**src/rtl/id_ex_stage_if.sv**
```systemverilog
// ---------------------------------------------------------------------------
// id_ex_stage_if
// Bundles the ID/EX pipeline boundary into a single interface.
//   ID-side inputs : id_valid, id_rs/rt/rd, id_rs_data, id_rt_data, id_imm,
//                    id_shamt, id_a_sel, id_b_sel, id_alu_op, control bits
//   Hazard input   : flush (branch taken, kill the instruction entering EX)
//   Forward inputs : exmem_* and memwb_* writeback descriptors
//   EX-side outputs: stall_id, alu_a/alu_b/alu_op, ex_* latched fields,
//                    ex_store_data, stall_count
// The master modport is the pipeline around the stage. The slave modport is
// the stage itself.
// ---------------------------------------------------------------------------
interface id_ex_stage_if #(
   parameter int B_DAT = 32,
   parameter int B_OP  = 6,
   parameter int B_REG = 5,
   parameter int CNT_W = 16
);
   logic             id_valid;
   logic [B_REG-1:0] id_rs;
   logic [B_REG-1:0] id_rt;
   logic [B_REG-1:0] id_rd;
   logic [B_DAT-1:0] id_rs_data;
   logic [B_DAT-1:0] id_rt_data;
   logic [B_DAT-1:0] id_imm;
   logic [4:0]       id_shamt;
   logic             id_a_sel;
   logic [1:0]       id_b_sel;
   logic [B_OP-1:0]  id_alu_op;
   logic             id_reg_write;
   logic             id_mem_read;
   logic             id_mem_write;
   logic             flush;

   logic             exmem_reg_write;
   logic [B_REG-1:0] exmem_rd;
   logic [B_DAT-1:0] exmem_result;
   logic             memwb_reg_write;
   logic [B_REG-1:0] memwb_rd;
   logic [B_DAT-1:0] memwb_result;

   logic             stall_id;
   logic [B_DAT-1:0] alu_a;
   logic [B_DAT-1:0] alu_b;
   logic [B_OP-1:0]  alu_op;
   logic             ex_valid;
   logic [B_REG-1:0] ex_rd;
   logic             ex_reg_write;
   logic             ex_mem_read;
   logic             ex_mem_write;
   logic [B_DAT-1:0] ex_store_data;
   logic [CNT_W-1:0] stall_count;

   modport master (
      output id_valid, id_rs, id_rt, id_rd, id_rs_data, id_rt_data, id_imm,
             id_shamt, id_a_sel, id_b_sel, id_alu_op, id_reg_write,
             id_mem_read, id_mem_write, flush,
             exmem_reg_write, exmem_rd, exmem_result,
             memwb_reg_write, memwb_rd, memwb_result,
      input  stall_id, alu_a, alu_b, alu_op, ex_valid, ex_rd, ex_reg_write,
             ex_mem_read, ex_mem_write, ex_store_data, stall_count
   );

   modport slave (
      input  id_valid, id_rs, id_rt, id_rd, id_rs_data, id_rt_data, id_imm,
             id_shamt, id_a_sel, id_b_sel, id_alu_op, id_reg_write,
             id_mem_read, id_mem_write, flush,
             exmem_reg_write, exmem_rd, exmem_result,
             memwb_reg_write, memwb_rd, memwb_result,
      output stall_id, alu_a, alu_b, alu_op, ex_valid, ex_rd, ex_reg_write,
             ex_mem_read, ex_mem_write, ex_store_data, stall_count
   );
endinterface

```
**src/rtl/id_ex_stage.sv**
```systemverilog
// ---------------------------------------------------------------------------
// id_ex_stage
// ID/EX pipeline register with EX-side operand forwarding and load-use
// hazard detection.
//   clk   : clock, rising edge
//   rst_n : asynchronous reset, active low
//   bus   : id_ex_stage_if.slave carrying the ID fields, flush, the EX/MEM
//           and MEM/WB forward sources, and all EX-side outputs
// Operands reach the ALU one cycle after ID; forwarding is combinational on
// the latched source indices and adds no latency. A load in EX whose
// destination is read by the instruction in ID raises stall_id and the next
// edge inserts a bubble.
// ---------------------------------------------------------------------------
module id_ex_stage #(
   parameter int              B_DAT   = 32,
   parameter int              B_OP    = 6,
   parameter int              B_REG   = 5,
   parameter int              CNT_W   = 16,
   parameter logic [B_OP-1:0] ALU_ADD = 'h20
) (
   input logic           clk,
   input logic           rst_n,
   id_ex_stage_if.slave  bus
);

   typedef struct packed {
      logic [B_REG-1:0] rs;
      logic [B_REG-1:0] rt;
      logic [B_REG-1:0] rd;
      logic [B_DAT-1:0] rs_data;
      logic [B_DAT-1:0] rt_data;
      logic [B_DAT-1:0] imm;
      logic [4:0]       shamt;
      logic             a_sel;
      logic [1:0]       b_sel;
      logic [B_OP-1:0]  alu_op;
   } fields_t;

   typedef struct packed {
      logic valid;
      logic reg_write;
      logic mem_read;
      logic mem_write;
   } ctl_t;

   fields_t          fields_q, fields_d;
   ctl_t             ctl_q, ctl_d;
   logic [CNT_W-1:0] stall_count_q, stall_count_d;
   logic             stall;
   logic [B_DAT-1:0] fwd_rs, fwd_rt;

   // EX/MEM has priority over MEM/WB because it holds the younger result.
   // Register 0 is hard-wired, so a write naming it must never be forwarded.
   function automatic logic [B_DAT-1:0] forward(
      input logic [B_REG-1:0] idx,
      input logic [B_DAT-1:0] latched,
      input logic             em_we,
      input logic [B_REG-1:0] em_rd,
      input logic [B_DAT-1:0] em_res,
      input logic             mw_we,
      input logic [B_REG-1:0] mw_rd,
      input logic [B_DAT-1:0] mw_res
   );
      if (em_we && (em_rd != '0) && (em_rd == idx)) begin
         return em_res;
      end else if (mw_we && (mw_rd != '0) && (mw_rd == idx)) begin
         return mw_res;
      end
      return latched;
   endfunction

   // The loaded value only exists after MEM, so a consumer in ID must wait
   // one cycle; a load to register 0 produces nothing worth waiting for.
   always_comb begin
      stall = bus.id_valid && ctl_q.valid && ctl_q.mem_read &&
              (fields_q.rd != '0) &&
              ((fields_q.rd == bus.id_rs) || (fields_q.rd == bus.id_rt));
   end

   // Flush and stall both insert the same bubble: only the control bits are
   // cleared, data fields hold since nothing downstream will use them.
   // A stall hidden by a flush is not counted because it costs no extra cycle.
   always_comb begin
      fields_d      = fields_q;
      ctl_d         = ctl_q;
      stall_count_d = stall_count_q;
      if (bus.flush || stall) begin
         ctl_d = '0;
      end else begin
         fields_d.rs      = bus.id_rs;
         fields_d.rt      = bus.id_rt;
         fields_d.rd      = bus.id_rd;
         fields_d.rs_data = bus.id_rs_data;
         fields_d.rt_data = bus.id_rt_data;
         fields_d.imm     = bus.id_imm;
         fields_d.shamt   = bus.id_shamt;
         fields_d.a_sel   = bus.id_a_sel;
         fields_d.b_sel   = bus.id_b_sel;
         fields_d.alu_op  = bus.id_alu_op;
         ctl_d.valid      = bus.id_valid;
         ctl_d.reg_write  = bus.id_reg_write;
         ctl_d.mem_read   = bus.id_mem_read;
         ctl_d.mem_write  = bus.id_mem_write;
      end
      if (stall && !bus.flush && (stall_count_q != '1)) begin
         stall_count_d = stall_count_q + 1'b1;
      end
   end

   // Pipeline register; reset leaves a harmless ADD bubble in EX.
   always_ff @(posedge clk or negedge rst_n) begin
      if (!rst_n) begin
         fields_q        <= '0;
         fields_q.alu_op <= ALU_ADD;
         ctl_q           <= '0;
         stall_count_q   <= '0;
      end else begin
         fields_q        <= fields_d;
         ctl_q           <= ctl_d;
         stall_count_q   <= stall_count_d;
      end
   end

   // Operand forwarding and selection.
   always_comb begin
      fwd_rs = forward(fields_q.rs, fields_q.rs_data,
                       bus.exmem_reg_write, bus.exmem_rd, bus.exmem_result,
                       bus.memwb_reg_write, bus.memwb_rd, bus.memwb_result);
      fwd_rt = forward(fields_q.rt, fields_q.rt_data,
                       bus.exmem_reg_write, bus.exmem_rd, bus.exmem_result,
                       bus.memwb_reg_write, bus.memwb_rd, bus.memwb_result);
      bus.alu_a = fields_q.a_sel ? fwd_rt : fwd_rs;
      unique case (fields_q.b_sel)
         2'd0:    bus.alu_b = fwd_rt;
         2'd1:    bus.alu_b = fields_q.imm;
         2'd2:    bus.alu_b = {{(B_DAT-5){1'b0}}, fields_q.shamt};
         default: bus.alu_b = '0;
      endcase
      bus.ex_store_data = fwd_rt;
   end

   assign bus.stall_id     = stall;
   assign bus.alu_op       = fields_q.alu_op;
   assign bus.ex_valid     = ctl_q.valid;
   assign bus.ex_rd        = fields_q.rd;
   assign bus.ex_reg_write = ctl_q.reg_write;
   assign bus.ex_mem_read  = ctl_q.mem_read;
   assign bus.ex_mem_write = ctl_q.mem_write;
   assign bus.stall_count  = stall_count_q;

endmodule

```
**src/flat_wrapper.sv**
```systemverilog
// flat-port wrapper written by rule: the top's interface ports become plain ports
module id_ex_stage_flat 
#(
   parameter int              B_DAT   = 32,
   parameter int              B_OP    = 6,
   parameter int              B_REG   = 5,
   parameter int              CNT_W   = 16,
   parameter logic [B_OP-1:0] ALU_ADD = 'h20
)
  (clk, rst_n, bus_id_valid, bus_id_rs, bus_id_rt, bus_id_rd, bus_id_rs_data, bus_id_rt_data, bus_id_imm, bus_id_shamt, bus_id_a_sel, bus_id_b_sel, bus_id_alu_op, bus_id_reg_write, bus_id_mem_read, bus_id_mem_write, bus_flush, bus_exmem_reg_write, bus_exmem_rd, bus_exmem_result, bus_memwb_reg_write, bus_memwb_rd, bus_memwb_result, bus_stall_id, bus_alu_a, bus_alu_b, bus_alu_op, bus_ex_valid, bus_ex_rd, bus_ex_reg_write, bus_ex_mem_read, bus_ex_mem_write, bus_ex_store_data, bus_stall_count);
  id_ex_stage_if #(.B_DAT(B_DAT), .B_OP(B_OP), .B_REG(B_REG), .CNT_W(CNT_W)) bus_i ();
  input logic clk;
  input logic rst_n;
  input wire logic [$bits(bus_i.id_valid)-1:0] bus_id_valid;
  input wire logic [$bits(bus_i.id_rs)-1:0] bus_id_rs;
  input wire logic [$bits(bus_i.id_rt)-1:0] bus_id_rt;
  input wire logic [$bits(bus_i.id_rd)-1:0] bus_id_rd;
  input wire logic [$bits(bus_i.id_rs_data)-1:0] bus_id_rs_data;
  input wire logic [$bits(bus_i.id_rt_data)-1:0] bus_id_rt_data;
  input wire logic [$bits(bus_i.id_imm)-1:0] bus_id_imm;
  input wire logic [$bits(bus_i.id_shamt)-1:0] bus_id_shamt;
  input wire logic [$bits(bus_i.id_a_sel)-1:0] bus_id_a_sel;
  input wire logic [$bits(bus_i.id_b_sel)-1:0] bus_id_b_sel;
  input wire logic [$bits(bus_i.id_alu_op)-1:0] bus_id_alu_op;
  input wire logic [$bits(bus_i.id_reg_write)-1:0] bus_id_reg_write;
  input wire logic [$bits(bus_i.id_mem_read)-1:0] bus_id_mem_read;
  input wire logic [$bits(bus_i.id_mem_write)-1:0] bus_id_mem_write;
  input wire logic [$bits(bus_i.flush)-1:0] bus_flush;
  input wire logic [$bits(bus_i.exmem_reg_write)-1:0] bus_exmem_reg_write;
  input wire logic [$bits(bus_i.exmem_rd)-1:0] bus_exmem_rd;
  input wire logic [$bits(bus_i.exmem_result)-1:0] bus_exmem_result;
  input wire logic [$bits(bus_i.memwb_reg_write)-1:0] bus_memwb_reg_write;
  input wire logic [$bits(bus_i.memwb_rd)-1:0] bus_memwb_rd;
  input wire logic [$bits(bus_i.memwb_result)-1:0] bus_memwb_result;
  output wire logic [$bits(bus_i.stall_id)-1:0] bus_stall_id;
  output wire logic [$bits(bus_i.alu_a)-1:0] bus_alu_a;
  output wire logic [$bits(bus_i.alu_b)-1:0] bus_alu_b;
  output wire logic [$bits(bus_i.alu_op)-1:0] bus_alu_op;
  output wire logic [$bits(bus_i.ex_valid)-1:0] bus_ex_valid;
  output wire logic [$bits(bus_i.ex_rd)-1:0] bus_ex_rd;
  output wire logic [$bits(bus_i.ex_reg_write)-1:0] bus_ex_reg_write;
  output wire logic [$bits(bus_i.ex_mem_read)-1:0] bus_ex_mem_read;
  output wire logic [$bits(bus_i.ex_mem_write)-1:0] bus_ex_mem_write;
  output wire logic [$bits(bus_i.ex_store_data)-1:0] bus_ex_store_data;
  output wire logic [$bits(bus_i.stall_count)-1:0] bus_stall_count;
  assign bus_i.id_valid = bus_id_valid;
  assign bus_i.id_rs = bus_id_rs;
  assign bus_i.id_rt = bus_id_rt;
  assign bus_i.id_rd = bus_id_rd;
  assign bus_i.id_rs_data = bus_id_rs_data;
  assign bus_i.id_rt_data = bus_id_rt_data;
  assign bus_i.id_imm = bus_id_imm;
  assign bus_i.id_shamt = bus_id_shamt;
  assign bus_i.id_a_sel = bus_id_a_sel;
  assign bus_i.id_b_sel = bus_id_b_sel;
  assign bus_i.id_alu_op = bus_id_alu_op;
  assign bus_i.id_reg_write = bus_id_reg_write;
  assign bus_i.id_mem_read = bus_id_mem_read;
  assign bus_i.id_mem_write = bus_id_mem_write;
  assign bus_i.flush = bus_flush;
  assign bus_i.exmem_reg_write = bus_exmem_reg_write;
  assign bus_i.exmem_rd = bus_exmem_rd;
  assign bus_i.exmem_result = bus_exmem_result;
  assign bus_i.memwb_reg_write = bus_memwb_reg_write;
  assign bus_i.memwb_rd = bus_memwb_rd;
  assign bus_i.memwb_result = bus_memwb_result;
  assign bus_stall_id = bus_i.stall_id;
  assign bus_alu_a = bus_i.alu_a;
  assign bus_alu_b = bus_i.alu_b;
  assign bus_alu_op = bus_i.alu_op;
  assign bus_ex_valid = bus_i.ex_valid;
  assign bus_ex_rd = bus_i.ex_rd;
  assign bus_ex_reg_write = bus_i.ex_reg_write;
  assign bus_ex_mem_read = bus_i.ex_mem_read;
  assign bus_ex_mem_write = bus_i.ex_mem_write;
  assign bus_ex_store_data = bus_i.ex_store_data;
  assign bus_stall_count = bus_i.stall_count;
  id_ex_stage #(.B_DAT(B_DAT), .B_OP(B_OP), .B_REG(B_REG), .CNT_W(CNT_W), .ALU_ADD(ALU_ADD)) u_core (.clk(clk), .rst_n(rst_n), .bus(bus_i));
endmodule
```
**config.mk**
```make
export PLATFORM = sky130hd
export DESIGN_NAME = id_ex_stage_flat
export DESIGN_NICKNAME = d
export VERILOG_FILES = /design/src/rtl/id_ex_stage_if.sv /design/src/rtl/id_ex_stage.sv /design/src/flat_wrapper.sv
export SDC_FILE = /design/constraint.sdc
export NUM_CORES = 1
export LEC_CHECK = 0
export CORE_ASPECT_RATIO = 1.1
export CORE_MARGIN = 10
export CORE_UTILIZATION = 46
export DETAILED_ROUTE_END_ITERATION = 6
export GPL_TIMING_DRIVEN = 0
export PLACE_DENSITY = 0.82
export SLEW_MARGIN = 10
export SYNTH_ARGS = -nofsm -noshare
export SYNTH_HDL_FRONTEND = slang
export SYNTH_SLANG_ARGS = --single-unit
```
**constraint.sdc**
```tcl
create_clock -name clk -period 3.17 [get_ports clk]
set_clock_uncertainty 0.2 [all_clocks]
set_input_delay 0.317 -clock clk [delete_from_list [all_inputs] [get_ports clk]]
set_output_delay 0.317 -clock clk [all_outputs]
set_load 0.005 [all_outputs]
```
==> results.sh <==
export IMPL_status="finished, violations left"
export IMPL_failed_checks="negative setup slack"
export IMPL_gp_congestion=0.944
export IMPL_ys_top_cells_by_area="dfrtp_1 39%, mux2_4 16%, nor2_1 3.2%, nand2_1 3.2%, mux2i_1 2.9%"
export IMPL_wl_per_cell_um=26.9
export IMPL_fp_dieW_um=155
export IMPL_slew_violations=0
export IMPL_clkTransAtPathRegs_ns=0.07
export IMPL_routed_wl_um=41200
export IMPL_drive_gt1_share_pct=38.7
export IMPL_rsz0062_at_grt="true"
export IMPL_htreeDepth=4
export IMPL_grt_pass1_wl_um=59700
export IMPL_ys_warn_count=0
export IMPL_power_density_mw_per_mm2=435
export IMPL_seq_area_frac_synth_pct=39.6
export IMPL_syn_area_mm2=0.00918
export IMPL_end_kind="output port"
export IMPL_clock_sinks=145
export IMPL_synth_cell_types=49
export IMPL_final_antenna_net_count=0
export IMPL_avgSynthCellArea_um2=11.0
export IMPL_viasPerCell=5.92
export IMPL_synth_most_common_cell="dfrtp_1"
export IMPL_synth_nets=1043
export IMPL_fin_util_pct=76.0
export IMPL_netlist_top_cell_by_area="dfrtp_1"
export IMPL_critPathArrivalTime_ns=2.74
export IMPL_p_leak_uw=0.00649
export IMPL_critical_path_required_ns=2.65
export IMPL_slowest_delay_ns=0.46
export IMPL_asyncSetResetFlopFracSynth_pct=100
export IMPL_synth_cells=834
export IMPL_hp_class="input pin to async pin"
export IMPL_synth_edf_count=0
export IMPL_io_buffers=335
export IMPL_die_h_um=168
export IMPL_path_delay_family="buffers and inverters"
export IMPL_fp_row_count=54
export IMPL_finalSetupViolations=23
export IMPL_grt_pass1_vias=9561
export IMPL_finalHoldViolCount=0
export IMPL_drtIter0Drc=762
export IMPL_cp_max_fo=5
export IMPL_worst_pin_slew_ns=1.06
export IMPL_start_util_pct=46.5
export IMPL_cts_path_max_buffers=2
export IMPL_core_mm2=0.0197
export IMPL_hpwl_um=28600
export IMPL_cts_tree="built"
export IMPL_clock_fmax_mhz=307
export IMPL_fin_crit_sh_pct=103
export IMPL_clk_latency_ns=0.43
export IMPL_setup_ws_ns=-0.0903
export IMPL_synth_top_area_share_pct=39.3
export IMPL_ir_worst_vdd_v=0.000376
export IMPL_ctsRootBufferMaster="clkbuf_16"
export IMPL_crit_chain="xor2_4 -> or3_4 -> buf_4 -> buf_12 -> buf_16 -> o31ai_4 -> a31oi_4 -> mux2i_1 -> nor2_1 -> buf_2"
export IMPL_place_ws_ns=-0.800
export IMPL_dominantRegCellSynth="dfrtp_1"
export IMPL_numCtsBuffers=17
export IMPL_vias=9059
export IMPL_design_die_area_mm2=0.0260
export IMPL_grt_use_total_pct=29.8
export IMPL_maxCapViolCount=0
export IMPL_fin_nets=1460
export IMPL_path_buf_inv=4
export IMPL_drt_pass1_iterations=6
export IMPL_layout_area_overhead_vs_synth_pct=63.4
export IMPL_critPathSlowestCell="dfrtp_2"
export IMPL_ys_top_cells_by_count="144 x dfrtp_1, 100 x mux2_4, 79 x nor2_1"
export IMPL_worstSetupStartpointType="flip-flop"
export IMPL_worstSetupPathType="flip-flop to output port"
export IMPL_ys_ff_latch=145
export IMPL_ioPinCount=336
export IMPL_drc_errors=0
export IMPL_grt_max_degree=82
export IMPL_antenna_found_initial=16
export IMPL_grt_overflow_total=0
export IMPL_relSlewSlack_pct=29.3
export IMPL_period_minus_slack_ns=3.26
==> placed cells by master (no fill, tap or decap), types with 33 or more instances in the layout <==
cell and n:
buf_4 65, nand2_1 72, dfrtp_1 142, nand4_1 33, nor2_1 65, clkdlybuf4s50_1 229, mux2_4 105, clkbuf_2 37
buf_2 37, buf_6 33
==> what timing repair did <==
action / in CTS / in global routing
hold buffers: 1 / 0
pin swaps: 59 / 56
gates resized for setup: 449 / 109
buffers inserted: 49 / 11
gates cloned: 2 / 3
hold endpoints to repair: 63 / 0
setup endpoints to repair: 96 / 78
==> per-stage QoR <==
step	TNS [ns]	cells	hold WS [ns]	total power, µW	area [µm²]
2_1_floorplan	0	834	-0.179	3020	9180
3_3_place_gp	-694.10	1421	0.268	4030	12800
3_5_place_dp	-56.00	1422	0.0980	4060	12900
4_1_cts	-0.889	1504	0.235	6400	14700
5_1_grt	-3.51	1528	0.266	6740	15000
6_report	-0.706	1530	0.206	6530	15000
==> registers in the layout, indices dropped and copies added (netlist names) <==
register and cells:
u_core.bus.alu_op 6, u_core.bus.stall_count 16, u_core.bus.ex_mem_read 1, u_core.bus.ex_reg_write 1, u_core.fields_q 114, u_core.bus.ex_valid 1, u_core.bus.ex_rd 5, u_core.bus.ex_mem_write 1
==> report_power, final <==
part,internal (µW),leakage [µW],switching [µW]
logic,1210,0.00446,1050
registers,2020,0.00173,152
clock network,1220,0.000289,885
total,4450,0.00649,2080
==> layer usage <==
layer / share of wire (%) / vias to the layer above / GRT usage [%]
met5: 0.083 / - / 0
met4: 5.8 / 4 / 16.2
met3: 9.1 / 155 / 8.51
met2: 48 / 578 / 48.7
met1: 37 / 4420 / 34.5
li1: - / 3902 / -
==> area by class of cell <==
type                            instances  area, µm²
Timing Repair Buffer                  400       3660
Antenna cell                           14       35.0
Clock inverter                         13        148
Sequential cell                       145       3630
Clock buffer                           19        453
Fill cell                            1259       4730
Tap cell                              252        315
Buffer                                 80        838
Multi-Input combinational cell        607       5920
==> worst reg2reg max path, stage by stage (launching register included) <==
cell and delay, ns:
dfrtp_1 0.45, or4_1 0.59, o2111ai_2 0.30, nor2_2 0.11
nor2_4 0.16, buf_6 0.22, buf_6 0.23, mux2_1 0.35
==> worst paths after layout <==
check | slack [ns] | depth (start not counted) | from | to
max in group asynchronous | 1.76 | 3 | rst_n | u_core.fields_q[30]
min in group clk | 0.24 | 2 | bus_id_reg_write | u_core.bus.ex_reg_write
hold reg to reg | 0.29 | 1 | u_core.bus.stall_count[10] | u_core.bus.stall_count[10]
hold / removal | 0.21 | 2 | rst_n | u_core.bus.ex_mem_read
setup reg to reg | 0.44 | 7 | u_core.bus.ex_rd[0] | u_core.fields_q[20]
setup / recovery | -0.09 | 10 | u_core.fields_q[117] | bus_alu_b[17]
==> cells by family (layout without fill, tap and decap cells) <==
logic type	after synthesis	count (layout)	share of synthesized area, %
AND/OR/NAND/NOR	262	262	13.4
multiplexers	158	158	23.1
flip-flops	145	145	39.6
AO/OA/AOI/OAI	142	142	13.0
buffers and inverters	82	512	6.52
XOR/XNOR	44	44	4.20
adder cells (fa/ha/maj)	1	1	0.136
other	0	14	0
Note: power is estimated with default switching activity, not from simulation.
